$ cat config.mk
export PLATFORM = sky130hd
export DESIGN_NAME = perf_counter_bank
export DESIGN_NICKNAME = d
export VERILOG_FILES = /design/src/rtl/perf_pkg.sv /design/src/rtl/perf_counter_cell.sv /design/src/rtl/perf_counter_bank.sv
export SDC_FILE = /design/constraint.sdc
export NUM_CORES = 2
export LEC_CHECK = 0
export ABC_CLOCK_PERIOD_IN_PS = 22400
export BUFFER_PORTS_ARGS = -buffer_cell sky130_fd_sc_hd__buf_4
export CAP_MARGIN = 30
export CORE_ASPECT_RATIO = 0.75
export CORE_MARGIN = 2
export CORE_UTILIZATION = 30
export CTS_BUF_LIST = sky130_fd_sc_hd__clkbuf_8
export CTS_CLUSTER_SIZE = 8
export DETAILED_ROUTE_END_ITERATION = 8
export GPL_ROUTABILITY_DRIVEN = 0
export PLACE_DENSITY = 0.55
export SYNTH_ARGS = -nofsm -noshare
export SYNTH_HDL_FRONTEND = slang
export SYNTH_SLANG_ARGS = --single-unit
$ cat constraint.sdc
create_clock -name clk -period 22.4 [get_ports clk]
set_input_delay 3.36 -clock clk [delete_from_list [all_inputs] [get_ports clk]]
set_output_delay 3.36 -clock clk [all_outputs]
set_load 0.01 [all_outputs]
$ cat src/rtl/perf_pkg.sv
// Shared types and the counter-update helper for the performance-counter bank.
//   perf_state_t : dump FSM states (IDLE, DUMP)
//   dump_entry_t : one dump entry {idx, value, ovf, last}, sized for the widest
//                  supported configuration; users take the low bits they need
//   cnt_next()   : CNT_WIDTH+1-bit add with carry detection and optional saturate
package perf_pkg;

  localparam int unsigned CNT_W_MAX = 64;
  localparam int unsigned IDX_W_MAX = 16;

  typedef enum logic {
    ST_IDLE = 1'b0,
    ST_DUMP = 1'b1
  } perf_state_t;

  typedef struct packed {
    logic [IDX_W_MAX-1:0] idx;
    logic [CNT_W_MAX-1:0] value;
    logic                 ovf;
    logic                 last;
  } dump_entry_t;

  typedef struct packed {
    logic [CNT_W_MAX-1:0] value;
    logic                 ovf;
  } cnt_res_t;

  // cnt and inc are zero-extended operands of a width-bit counter. The carry is
  // bit 'width' of the sum; since both operands are below 2^width the shifted
  // sum is either 0 or 1.
  function automatic cnt_res_t cnt_next(input logic [CNT_W_MAX-1:0] cnt,
                                        input logic [CNT_W_MAX-1:0] inc,
                                        input int unsigned          width,
                                        input logic                 saturate);
    logic [CNT_W_MAX:0]   sum;
    logic [CNT_W_MAX-1:0] ones;
    cnt_res_t             res;
    sum       = {1'b0, cnt} + {1'b0, inc};
    ones      = {CNT_W_MAX{1'b1}} >> (CNT_W_MAX - width);
    res.ovf   = (sum >> width) != '0;
    res.value = sum[CNT_W_MAX-1:0] & ones;
    if (saturate && res.ovf) res.value = ones;
    return res;
  endfunction

endpackage

$ cat src/rtl/perf_counter_cell.sv
// One live event counter with sticky overflow flag.
//   clk, rst     : clock, async active-high reset
//   i_inc_en     : count enable (global enable AND channel mask)
//   i_inc        : increment for this cycle
//   i_clear      : synchronous clear, discards this cycle's increment
//   i_restart    : snapshot taken this cycle, counter restarts at 0
//   o_cnt_upd    : value the counter would hold after this cycle's increment
//   o_ovf_upd    : overflow flag after this cycle's increment
module perf_counter_cell
  import perf_pkg::*;
#(
  parameter int unsigned CNT_WIDTH = 32,
  parameter int unsigned INC_WIDTH = 2,
  parameter int unsigned SATURATE  = 0
) (
  input  logic                 clk,
  input  logic                 rst,
  input  logic                 i_inc_en,
  input  logic [INC_WIDTH-1:0] i_inc,
  input  logic                 i_clear,
  input  logic                 i_restart,
  output logic [CNT_WIDTH-1:0] o_cnt_upd,
  output logic                 o_ovf_upd
);

  logic [CNT_WIDTH-1:0] r_cnt;
  logic                 r_ovf;
  logic [CNT_W_MAX-1:0] w_cnt_ext;
  logic [CNT_W_MAX-1:0] w_inc_ext;
  cnt_res_t             w_res;
  logic                 w_unused;

  always_comb begin
    w_cnt_ext                = '0;
    w_cnt_ext[CNT_WIDTH-1:0] = r_cnt;
    w_inc_ext                = '0;
    w_inc_ext[INC_WIDTH-1:0] = i_inc;
  end

  assign w_res    = cnt_next(w_cnt_ext, w_inc_ext, CNT_WIDTH, SATURATE != 0);
  assign w_unused = ^w_res.value;

  always_comb begin
    o_cnt_upd = r_cnt;
    o_ovf_upd = r_ovf;
    if (i_inc_en) begin
      o_cnt_upd = w_res.value[CNT_WIDTH-1:0];
      o_ovf_upd = r_ovf | w_res.ovf;
    end
  end

  always_ff @(posedge clk or posedge rst) begin
    if (rst) begin
      r_cnt <= '0;
      r_ovf <= 1'b0;
    end else if (i_clear || i_restart) begin
      r_cnt <= '0;
      r_ovf <= 1'b0;
    end else begin
      r_cnt <= o_cnt_upd;
      r_ovf <= o_ovf_upd;
    end
  end

endmodule

$ cat src/rtl/perf_counter_bank.sv
// Performance-counter bank: EVENT_NUM live counters, atomic snapshot-and-clear,
// and a valid/ready stream of the snapshot, one channel per transfer.
//   clk, rst            : clock, async active-high reset
//   en, chan_mask, inc  : global enable, per-channel enable, packed increments
//   clear               : clear live counters and overflow flags
//   snap_req            : snapshot request; snap_drop pulses when rejected
//   busy                : dump in progress
//   dump_valid/ready    : entry handshake
//   dump_idx/value/ovf/last : entry contents
module perf_counter_bank
  import perf_pkg::*;
#(
  parameter int unsigned EVENT_NUM = 8,
  parameter int unsigned CNT_WIDTH = 32,
  parameter int unsigned INC_WIDTH = 2,
  parameter int unsigned SATURATE  = 0,
  parameter int unsigned IDX_W     = (EVENT_NUM > 1) ? $clog2(EVENT_NUM) : 1
) (
  input  logic                           clk,
  input  logic                           rst,
  input  logic                           en,
  input  logic [EVENT_NUM-1:0]           chan_mask,
  input  logic [EVENT_NUM*INC_WIDTH-1:0] inc,
  input  logic                           clear,
  input  logic                           snap_req,
  output logic                           snap_drop,
  output logic                           busy,
  output logic                           dump_valid,
  input  logic                           dump_ready,
  output logic [IDX_W-1:0]               dump_idx,
  output logic [CNT_WIDTH-1:0]           dump_value,
  output logic                           dump_ovf,
  output logic                           dump_last
);

  perf_state_t          r_state, w_state_nxt;
  logic [IDX_W-1:0]     r_idx, w_idx_nxt;
  logic [CNT_WIDTH-1:0] r_shadow [EVENT_NUM];
  logic [EVENT_NUM-1:0] r_shadow_ovf;
  dump_entry_t          r_out, w_out_nxt;
  logic                 r_valid;
  logic                 r_drop;

  logic [CNT_WIDTH-1:0] w_cnt_upd [EVENT_NUM];
  logic [EVENT_NUM-1:0] w_ovf_upd;
  logic                 w_snap_acc;
  logic                 w_last;
  logic                 w_unused;

  assign w_snap_acc = (r_state == ST_IDLE) && snap_req && !clear;
  assign w_last     = (r_idx == IDX_W'(EVENT_NUM - 1));

  for (genvar g = 0; g < EVENT_NUM; g++) begin : g_cell
    perf_counter_cell #(
      .CNT_WIDTH(CNT_WIDTH),
      .INC_WIDTH(INC_WIDTH),
      .SATURATE (SATURATE)
    ) u_cell (
      .clk      (clk),
      .rst      (rst),
      .i_inc_en (en & chan_mask[g]),
      .i_inc    (inc[g*INC_WIDTH +: INC_WIDTH]),
      .i_clear  (clear),
      .i_restart(w_snap_acc),
      .o_cnt_upd(w_cnt_upd[g]),
      .o_ovf_upd(w_ovf_upd[g])
    );
  end

  // The output entry is registered one step ahead: it is built from the next
  // index. On snapshot accept the shadow is being written in the same edge, so
  // entry 0 comes straight from the counter update path instead.
  always_comb begin
    w_state_nxt = r_state;
    w_idx_nxt   = r_idx;
    unique case (r_state)
      ST_IDLE: if (w_snap_acc) begin
        w_state_nxt = ST_DUMP;
        w_idx_nxt   = '0;
      end
      ST_DUMP: if (dump_ready) begin
        if (w_last) begin
          w_state_nxt = ST_IDLE;
          w_idx_nxt   = '0;
        end else begin
          w_idx_nxt = r_idx + IDX_W'(1);
        end
      end
      default: w_state_nxt = ST_IDLE;
    endcase

    w_out_nxt = '0;
    if (w_state_nxt == ST_DUMP) begin
      w_out_nxt.idx[IDX_W-1:0] = w_idx_nxt;
      w_out_nxt.last           = (w_idx_nxt == IDX_W'(EVENT_NUM - 1));
      if (w_snap_acc) begin
        w_out_nxt.value[CNT_WIDTH-1:0] = w_cnt_upd[0];
        w_out_nxt.ovf                  = w_ovf_upd[0];
      end else begin
        w_out_nxt.value[CNT_WIDTH-1:0] = r_shadow[w_idx_nxt];
        w_out_nxt.ovf                  = r_shadow_ovf[w_idx_nxt];
      end
    end
  end

  always_ff @(posedge clk or posedge rst) begin
    if (rst) begin
      r_state      <= ST_IDLE;
      r_idx        <= '0;
      r_out        <= '0;
      r_valid      <= 1'b0;
      r_drop       <= 1'b0;
      r_shadow_ovf <= '0;
      for (int unsigned i = 0; i < EVENT_NUM; i++) r_shadow[i] <= '0;
    end else begin
      r_state <= w_state_nxt;
      r_idx   <= w_idx_nxt;
      r_out   <= w_out_nxt;
      r_valid <= (w_state_nxt == ST_DUMP);
      r_drop  <= snap_req && !w_snap_acc;
      if (w_snap_acc) begin
        r_shadow_ovf <= w_ovf_upd;
        for (int unsigned i = 0; i < EVENT_NUM; i++) r_shadow[i] <= w_cnt_upd[i];
      end
    end
  end

  assign snap_drop  = r_drop;
  assign busy       = r_valid;
  assign dump_valid = r_valid;
  assign dump_idx   = r_out.idx[IDX_W-1:0];
  assign dump_value = r_out.value[CNT_WIDTH-1:0];
  assign dump_ovf   = r_out.ovf;
  assign dump_last  = r_out.last;
  assign w_unused   = ^r_out;

endmodule
==> results.ini <==
[logic_synthesis]
synth_nets = 2741
synth_flop_cell = dfrtp_1
synth_enable_flop_cells = 0
synth_top_area_share_pct = 53.6
ys_types = 74
synth_cells = 2685
ys_async_sr_fraction_pct = 100
ys_seq_area_share_pct = 53.6
synth.avg_cell_area_um2 = 9.91
synthTopCellsByArea = dfrtp_1, nand2_1, xor2_1, mux2i_1, o21ai_0
synth-seq-cells = 570
synth_top_area_cell = dfrtp_1
syn_area_um2 = 26600
yosys_warnings = 0

[critical_path]
r2r-end = dump_value[18]
r2r-start = r_idx[0]
criticalPathCategory = in2reg
path_cells = buf_4 > nand2b_1 > a22oi_2 > buf_4 > inv_6 > buf_4 > buf_4 > mux2i_1 > a32o_1 > a2111oi_0
crit_top_cell = buf_4
worst_ep_arrival_time_ps = 6970
cp_max_fo = 48
max_stage_delay_ps = 710
r2r_cells = 11
r2r_slack_ps = 18040
cp-end-kind = flop
slowest_stage = buf_4
crit_required_ps = 22950
critPathLaunchType = input port

[power_and_ir_drop]
p_clk_share_pct = 32.2
ir_worst_vdd_mv = 0.0535
p_comb_share_pct = 22.9
p_leak_nw = 13.1
switching_power_mw = 0.880
seq_power_share_pct = 44.9
p_per_area_nw_per_um2 = 85.0
p_total_mw = 2.55
power.internal_mw = 1.67
switching_share_pct = 34.6

[sta]
setup_viol = 0
hold_ws_ps = 476
timing.fmax_ghz = 0.156
max_slew.worst_pin.slew_ps = 1280
slew_headroom_pct = 14.4
clock_skew_ps = 33.4
slew_viol_final = 0
fin_crit_sh_pct = 28.7
layout_min_cycle_time_ps = 6420
hold_viol = 0
fin_setup_tns_ps = 0
rsz0062_at_grt = false

[run]
drv_cap = 0

[drt]
vias = 20300
first_pass_iters = 8
wire_per_inst_um = 21.7
drtIter0Drc = 2048
viasPerCell = 5.16
drc_errors = 0
postRouteAntennaNets = 0
wl_um = 85300

[floorplan]
die_w_um = 348
initial_core_util_pct = 30.3
die_h_um = 262
ios = 70
row_count = 94
dieArea_um2 = 91100
coreArea_um2 = 87700

[clock_network]
htreeDepth = 3
postCtsSetupRepairBufs = 0
cts_tree = built
cts_hold_buf = 0
insertion_delay_ps = 710
cts_resized = 0
cts.sinks = 570
path_clk_slew_ps = 60
cts-buffers-inserted = 88
root_buffer = clkbuf_8
clock_path_buffers = 3

[global_route]
antenna_found_initial = 6
grt_pass1_vias = 19300
grt_pass1_wl_um = 129000
track_usage_pct = 18.9
grt_max_degree = 258
grt_overflow_total = 0

[layout]
design_area_um2 = 29900
final_util_pct = 34.1
final_layout_size_suffix_gt1_share_pct = 8.81
area_growth_pct = 12.5
fin_nets = 2786

[status]
status = finished, final reports clean

[place]
portBuffers = 69
place_area_um2 = 28300
dp_hpwl_um = 60800

[min_path]
hold_end = r_shadow[72]
min_path_cells = 2
hold_start = r_shadow[72]
min_path_type = reg2reg

[worst max path at each step]
stage,cells after the start,slack [ps],start,end
global placement,10,15440,clear,dump_value[18]
detailed placement,10,15320,clear,dump_value[18]
floorplan,1,3100,rst,busy
finish,10,15980,clear,dump_value[18]
CTS,10,16070,clear,dump_value[18]
global route,10,15740,clear,dump_value[18]
[kinds of logic (layout without fill, tap and decap cells)]
| group | after synthesis | in the layout | synth area share (%) |
|---|---|---|---|
| fa+ha+maj | 26 | 26 | 1.45 |
| other cells | 0 | 1 | 0 |
| flops | 570 | 570 | 53.6 |
| xor+xnor | 221 | 221 | 7.27 |
| compound gates | 427 | 427 | 9.84 |
| buf+inv | 183 | 278 | 2.75 |
| simple gates | 1125 | 1125 | 20.1 |
| mux | 133 | 133 | 5.03 |
[routing by layer]
layer / track usage, % / vias to the layer above / routed length [um]
met4: 4.63 / 2 / 1750
met1: 28.8 / 10000 / 41600
met3: 6.70 / 111 / 8860
met2: 24.8 / 729 / 33000
met5: 0 / - / 16
li1: - / 9419 / -
[cell usage in the layout, fill, tap and decap left out, types with 9 or more instances in the layout]
| cell | count |
|---|---|
| a31oi_1 | 13 |
| a21oi_1 | 29 |
| dfrtp_1 | 570 |
| a21boi_0 | 9 |
| a21o_1 | 9 |
| inv_1 | 64 |
| nor3_1 | 32 |
| clkbuf_8 | 98 |
| buf_4 | 98 |
| o21ai_0 | 251 |
| nand2_1 | 390 |
| nor2_1 | 299 |
| nand4_1 | 100 |
| nor4_1 | 18 |
| or4_1 | 12 |
| mux2i_1 | 127 |
| a221oi_1 | 9 |
| xnor2_1 | 72 |
| and3_1 | 54 |
| ha_1 | 18 |
| xor2_1 | 149 |
| o211ai_1 | 21 |
| and2_1 | 34 |
| o22a_1 | 25 |
| and4_1 | 29 |
| nand3_1 | 104 |
[cell usage after synthesis (29+ instances only)]
master	number
nor2_1	300
inv_1	32
nand2_1	390
mux2i_1	127
and4_1	29
and3_1	54
a21oi_1	29
clkbuf_1	119
xor2_1	149
and2_1	34
nor3_1	33
o21ai_0	251
dfrtp_1	570
nand3_1	104
xnor2_1	72
nand4_1	100
[registers in the layout (all words and copies together), names as in the netlist]
signal	count
r_idx	3
dump_ovf	1
dump_idx	3
r_shadow	256
g_cell.u_cell.r_cnt	256
g_cell.u_cell.r_ovf	8
dump_value	32
dump_last	1
busy	1
r_shadow_ovf	8
snap_drop	1
[per-stage QoR]
stage / worst slack (ps) / std cells
final: 15980 / 3933
after global routing: 15740 / 3933
after CTS: 16070 / 3930
after detailed placement: 15320 / 3790
after global placement: 15440 / 3789
after floorplan: 3100 / 2685
[final cells by class]
type	count	area [um^2]
fillers	8982	57800
flip-flops and latches	570	14300
multi-input cells	1932	11700
well taps	1152	1440
clock buffers	98	1350
repair buffers	105	876
clock inverters	42	191
inverters	33	136
diodes	1	2.50
[critical path, delay by kind of cell]
kind,cells,cell delay [ps]
AND/OR/NAND/NOR,1,390
multiplexers,1,180
buffers and inverters,5,2260
AO/OA/AOI/OAI,3,700
[power groups by stage]
stage | Clock [mW] | Sequential, mW | Combinational [mW]
2_1_floorplan | 0 | 1.13 | 0.380
3_3_place_gp | 0 | 1.16 | 0.567
3_5_place_dp | 0 | 1.16 | 0.574
4_1_cts | 0.839 | 1.14 | 0.575
5_1_grt | 0.887 | 1.15 | 0.624
6_report | 0.819 | 1.14 | 0.583
(Power assumes the default switching activity.)
